### src/rtl/t_flipflop_array.sv
// t_flipflop_array: bank of WIDTH T flip-flops clocked on the falling edge of clk.
// The bank runs as independent per-bit toggles (mode 00), as a chained T-FF up
// counter (01) or down counter (10), or holds (11). It also provides parallel
// load, terminal count and a one-cycle wrap pulse.
// Optional feature macro: T_FLIPFLOP_ARRAY_OVF_EN enables the sticky overflow
// flag. When the macro is undefined, ovf is tied low and ovf_clr is ignored.
module t_flipflop_array #(
    parameter int unsigned           WIDTH       = 8,
    parameter logic [WIDTH-1:0]      RESET_VALUE = {WIDTH{1'b0}}
) (
    input  logic              clk,
    input  logic              rst,
    input  logic              en,
    input  logic [1:0]        mode,
    input  logic [WIDTH-1:0]  t,
    input  logic              load,
    input  logic [WIDTH-1:0]  d,
    input  logic              ovf_clr,
    output logic [WIDTH-1:0]  q,
    output logic [WIDTH-1:0]  qbar,
    output logic              tc,
    output logic              wrap,
    output logic              ovf
);

    localparam logic [1:0] MODE_TOGGLE = 2'b00;
    localparam logic [1:0] MODE_UP     = 2'b01;
    localparam logic [1:0] MODE_DOWN   = 2'b10;

    logic [WIDTH-1:0] q_q;
    logic [WIDTH-1:0] q_d;
    logic             wrap_q;
    logic             wrap_d;
    logic             tc_s;
    logic [WIDTH-1:0] tog_s;

    // Ripple enables of the T-FF chain: bit i toggles once every lower bit is 1
    // (counting up) or once every lower bit is 0 (counting down).
    logic [WIDTH:0]   up_chain_s;
    logic [WIDTH:0]   dn_chain_s;

    assign up_chain_s[0] = 1'b1;
    assign dn_chain_s[0] = 1'b1;

    genvar gi;
    generate
        for (gi = 0; gi < WIDTH; gi++) begin : g_chain
            assign up_chain_s[gi+1] = up_chain_s[gi] &  q_q[gi];
            assign dn_chain_s[gi+1] = dn_chain_s[gi] & ~q_q[gi];
        end
    endgenerate

    // The terminal count matches the wrap condition: the end of a full chain
    // means that every bit toggles on the next count.
    assign tc_s = en & (((mode == MODE_UP)   & up_chain_s[WIDTH]) |
                        ((mode == MODE_DOWN) & dn_chain_s[WIDTH]));

    // Select the per-bit toggle vector for the current mode.
    always_comb begin
        tog_s = {WIDTH{1'b0}};
        case (mode)
            MODE_TOGGLE: tog_s = t;
            MODE_UP:     tog_s = up_chain_s[WIDTH-1:0];
            MODE_DOWN:   tog_s = dn_chain_s[WIDTH-1:0];
            default:     tog_s = {WIDTH{1'b0}};
        endcase
    end

    // Next state for q and wrap. Load beats counting, and a load cancels any wrap.
    always_comb begin
        q_d    = q_q;
        wrap_d = 1'b0;
        if (load) begin
            q_d    = d;
            wrap_d = 1'b0;
        end else if (en) begin
            q_d    = q_q ^ tog_s;
            wrap_d = tc_s;
        end else begin
            q_d    = q_q;
            wrap_d = 1'b0;
        end
    end

    // State register on the falling edge, with synchronous reset taking priority.
    always_ff @(negedge clk) begin
        if (rst) begin
            q_q    <= RESET_VALUE;
            wrap_q <= 1'b0;
        end else begin
            q_q    <= q_d;
            wrap_q <= wrap_d;
        end
    end

`ifdef T_FLIPFLOP_ARRAY_OVF_EN
    logic ovf_q;
    logic ovf_d;

    // Sticky overflow: a load freezes it; otherwise a wrap event sets it (and
    // beats a simultaneous clear), and ovf_clr clears it.
    always_comb begin
        ovf_d = ovf_q;
        if (load) begin
            ovf_d = ovf_q;
        end else if (tc_s) begin
            ovf_d = 1'b1;
        end else if (ovf_clr) begin
            ovf_d = 1'b0;
        end else begin
            ovf_d = ovf_q;
        end
    end

    // Overflow register, cleared by synchronous reset.
    always_ff @(negedge clk) begin
        if (rst) begin
            ovf_q <= 1'b0;
        end else begin
            ovf_q <= ovf_d;
        end
    end

    assign ovf = ovf_q;
`else
    logic unused_ovf_clr_s;
    assign unused_ovf_clr_s = ovf_clr;
    assign ovf = 1'b0;
`endif

    assign q    = q_q;
    assign qbar = ~q_q;
    assign tc   = tc_s;
    assign wrap = wrap_q;

endmodule

### config.mk
export PLATFORM = sky130hd
export DESIGN_NAME = t_flipflop_array
export DESIGN_NICKNAME = d
export VERILOG_FILES = /design/src/rtl/t_flipflop_array.sv
export SDC_FILE = /design/constraint.sdc
export NUM_CORES = 1
export LEC_CHECK = 0
export CORE_UTILIZATION = 39
export CTS_CLUSTER_DIAMETER = 40
export DETAILED_ROUTE_END_ITERATION = 10
export PLACE_DENSITY = 0.87
export SLEW_MARGIN = 20
export SYNTH_ARGS = -nofsm -noshare
export SYNTH_HDL_FRONTEND = slang
export SYNTH_SLANG_ARGS = --single-unit
### constraint.sdc
create_clock -name clk -period 4.4 [get_ports clk]
set_clock_uncertainty 0.2 [all_clocks]
set_input_delay 1.32 -clock clk [delete_from_list [all_inputs] [get_ports clk]]
set_output_delay 1.32 -clock clk [all_outputs]
set_load 0.01 [all_outputs]
==> results.md, run 1 <==
- Synth warn: 0
- Post-synthesis cell type count: 42
- Stopped at: clock tree synthesis
- DP HPWL: 2520 µm
- Post_cts resized: approximately 150
- Most used DFF post-synth: dfxtp_1
- Post-synth EDFFs: 0
- Num ports: 42
- First error message: [ERROR DPL-0038] Utilization greater than 100%, impossible to legalize
- Sequential element share of the synthesized area: 0.227
- Synthesized cell area: 793 µm²
- Post-CTS Setup Repair Bufs: 13
- Status: did not finish
- Clock Path Buffers: 2
- H-tree depth: 1
- Cts hold-fix bufs: 0
- Die Span X: 47.1 µm
- Clock sinks: 9
- Mean Syn Cell Area: 7.48 µm²
- Clk Tree Root Cell: clkbuf_4
- DIE HEIGHT: 47.1 µm
- Flops & latches, synth: 9
- Post-Syn Nets: 133
- GP Congestion: 0.911
- Port Buf Inserts: 39
- Placed Area: 1550 µm²
- Syn Inst Count: 106
- Number of CTS-inserted buffers: 3
- Post-synth ARST share: 0
- # rows: 15
- Starting Density: 0.436
[cell usage after synthesis (3+ instances only)]
library cell	count	area [µm²]
inv_1	14	52.6
dfxtp_1	9	180
nor2_1	9	33.8
nand2_1	8	30.0
nand3_1	7	35.0
clkbuf_1	5	18.8
a31oi_1	4	25.0
ha_1	4	50.1
a21oi_1	3	15.0
nand4_1	3	18.8
[cells by family after synthesis]
group                    after synthesis  share of synthesized area
AO/OA/AOI/OAI                         25                      0.243
XOR/XNOR                               2                     0.0221
adder cells (fa/ha/maj)                4                     0.0631
buffers and inverters                 21                      0.114
flip-flops                             9                      0.227
multiplexers                           1                     0.0126
other                                  1                    0.00473
AND/OR/NAND/NOR                       43                      0.314
[stage by stage]
stage | setup slack [ns] | std cells | hold WS [ns]
2_1_floorplan | -0.815 | 106 | 0.353
3_3_place_gp | -1.33 | 203 | 0.361
3_5_place_dp | -1.41 | 203 | 0.373
==> run 2: changes to the inputs <==
CORE_AREA = 2 2 63 65   (was unset)
CORE_UTILIZATION = unset   (was 39)
CTS_CLUSTER_DIAMETER = unset   (was 40)
DIE_AREA = 0 0 65 67   (was unset)
PLACE_DENSITY = unset   (was 0.87)
PLACE_DENSITY_LB_ADDON = 0.15   (was unset)
==> results.md, run 2 <==
- Ranking of synthesized cells by area: dfxtp_1, inv_1, ha_1
- Status: finished with violations
- Worst Path Buf+Inv: 1
- Post-synth ARST share: 0 (unchanged)
- Max FFs per register: 8
- Pleak: 0.925 nW
- Skew-Pair Late Insertion Delay: between 0.3 and 0.4 ns
- Pre-antenna DRT Iters: 4
- CP arrival: between 4 and 5 ns
- Flops & latches, synth: 9 (unchanged)
- Drt total wl: 3670 µm
- Die Span X: 65 µm (+38%)
- Die footprint: 4360 µm²
- Mean Syn Cell Area: 7.48 µm² (unchanged)
- Clock transition at path regs: roughly 0.040 ns
- Required time worst endpoint: 2.88 ns
- Hold Path Origin: q[7]
- Count leader, synth: inv_1
- Synth warn: 0 (unchanged)
- Clock Path Buffers: 2 (unchanged)
- Grt ovf: 0
- Post-synth EDFFs: 0 (unchanged)
- Hold Slack: ~0.40 ns
- Tot GR Track Use: 0.172
- Clock sinks: 9 (unchanged)
- RSZ-0062 raised after global routing: true
- R2r setup slk: 2.27 ns
- DIE HEIGHT: 67 µm (+42%)
- Total power: 0.423 mW
- Post-Syn Nets: 133 (unchanged)
- Num ports: 42 (unchanged)
- Synth cell count leaders: inv_1, dfxtp_1, nor2_1
- Vias per cell: 4.80
- Cts hold-fix bufs: 0 (unchanged)
- Vias in the first global route: 1,291
- Hold WC Path Type: register to register
- Pwr Density: 201 nW/µm²
- H-tree depth: 1 (unchanged)
- Commonest cells after routing, fill and taps aside: buf_4, buf_6, clkdlybuf4s50_1, inv_1, nor2_1
- Reg-to-reg endpoint: q[4]
- Clk Tree Root Cell: clkbuf_8
- # setup viols final: 27
- CP delay by family, top: simple AND/OR/NAND/NOR gates
- Starting Density: 0.220 (-0.216)
- Critical Path Sink Type: output pin
- Placed cells: 226 (+11%)
- First-pass GRT wire length: approximately 5600 µm
- Min-Delay Path Depth: 2
- R2R depth: 7
- Via count: between 1k and 1.5k
- Synth top area share: 0.227 (unchanged)
- Crit-path max FO: 2
- Final hold violations: 0
- Drt initial violations: 42
- Drt wl/cell: 14.1 µm
- DP HPWL: 2500 µm (-0.68%)
- Peak VDD IR: 0.0946 mV
- Drt drc: 0
- Reg-to-reg startpoint: q[1]
- Number of CTS-inserted buffers: 3 (unchanged)
- Leading cell type in the layout, fill and taps excluded: buf_4
- Crit path largest cell delay: 0.51 ns
- TNS Setup: -10.69 ns
- Fill cell total of the finished layout: roughly 340
- Non-Filler Instances: 260
- Antenna cells: 0
- Synthesized cell area: 793 µm² (unchanged)
- Critical Path Start Type: register
- Synth area leader: dfxtp_1
- Syn Inst Count: 106 (unchanged)
- Max Cap Violations: 0
- Setup ws final: -1.16 ns
- Largest net degree at the start of global routing: 10
- Port Buf Inserts: 39 (unchanged)
- CP Cell Sequence: nor4b_4, nand3_2, or4_4, a21oi_4, buf_6
- Initial antenna violation count: 0
- CTS tree: built
- Hold Crit Endpoint: wrap
- Most used DFF post-synth: dfxtp_1
- GP Congestion: 0.875 (-3.9%)
- Post-synthesis cell type count: 42 (unchanged)
- CP max stage cell: or4_4
- Antenna Nets Post-Route: 0
- Core area: 3610 µm²
- Layout cell share with drive strength beyond 1: 0.608
- Max Slew Vio Count: 0
- Violated checks: setup timing
- Area Overhead vs Synth: 165%
- Crit path kind: register to output pin
- Fin nets: 240
- Sequential element share of the synthesized area: 0.227 (unchanged)
- # rows: 22 (+7)
-- run 2: cell counts after synthesis --
No cell type changed its count.
-- run 2: worst max-delay path by stage --
stage,start,end,slack (ns),cells past startpoint
after floorplan,q[0],tc,-0.82,5
after global placement,mode[0],wrap,-1.35,8
after detailed placement,mode[0],wrap,-1.39,8
after CTS,q[0],tc,-1.22,5
after global routing,q[2],tc,-1.25,5
final,q[2],tc,-1.16,5
-- run 2: metal layers --
layer / global-route usage / wire, µm / share of wire
met1: 0.172 / 1410 / 0.38
met2: 0.331 / 2010 / 0.55
met3: 0.0490 / 195 / 0.053
met4: 0.0691 / 51 / 0.014
met5: 0 / 0 / 0
-- run 2: area by class of cell --
type	instances	area [µm²]	share of cell area
repair buffers	101	967	0.460
well taps	48	60.1	0.0286
inverters	13	71.3	0.0339
clock buffers	3	41.3	0.0196
flip-flops and latches	9	193	0.0917
clock inverters	10	37.5	0.0179
multi-input cells	76	732	0.348
-- run 2: metrics by stage --
step | instance area [µm²] | setup WS, ns | utilization
2_1_floorplan | 890 | -0.815 | -
3_3_place_gp | 1580 | -1.35 | 0.439
3_5_place_dp | 1580 | -1.39 | 0.439
4_1_cts | 1940 | -1.22 | 0.538
5_1_grt | 2100 | -1.25 | 0.583
6_report | 2100 | -1.16 | 0.583
-- run 2: kinds of logic after synthesis --
family                     after synthesis  share of synthesized area
and+or+nand+nor                         43                      0.314
AOI/OAI and AO/OA                       25                      0.243
buffers and inverters                   21                      0.114
DFF                                      9                      0.227
adders and majority gates                4                     0.0631
xor gates and xnor gates                 2                     0.0221
other                                    1                    0.00473
muxes                                    1                     0.0126
-- run 2: report_power, final --
group / internal (mW) / switching [mW]
logic: 0.114 / 0.0808
clock network: 0.0725 / 0.0601
registers: 0.0897 / 0.00573
-- run 2: worst reg2reg max path, cell delays in order, from the launching register on --
cell and delay (ns):
dfxtp_2 0.33, buf_6 0.12, buf_6 0.12, buf_4 0.14, or4b_4 0.55, o21ai_4 0.16
nor4_2 0.05, or3b_1 0.34
-- run 2: repair_timing --
item / in CTS / in global routing
resized for setup: 142 / 26
buffers inserted: 14 / 15
pin swaps: 14 / 11
gates cloned: 0 / 0
setup endpoints to repair: 27 / 27
endpoints found under the hold margin: 0 / 0
No activity file was read; power rests on OpenSTA's default activity.
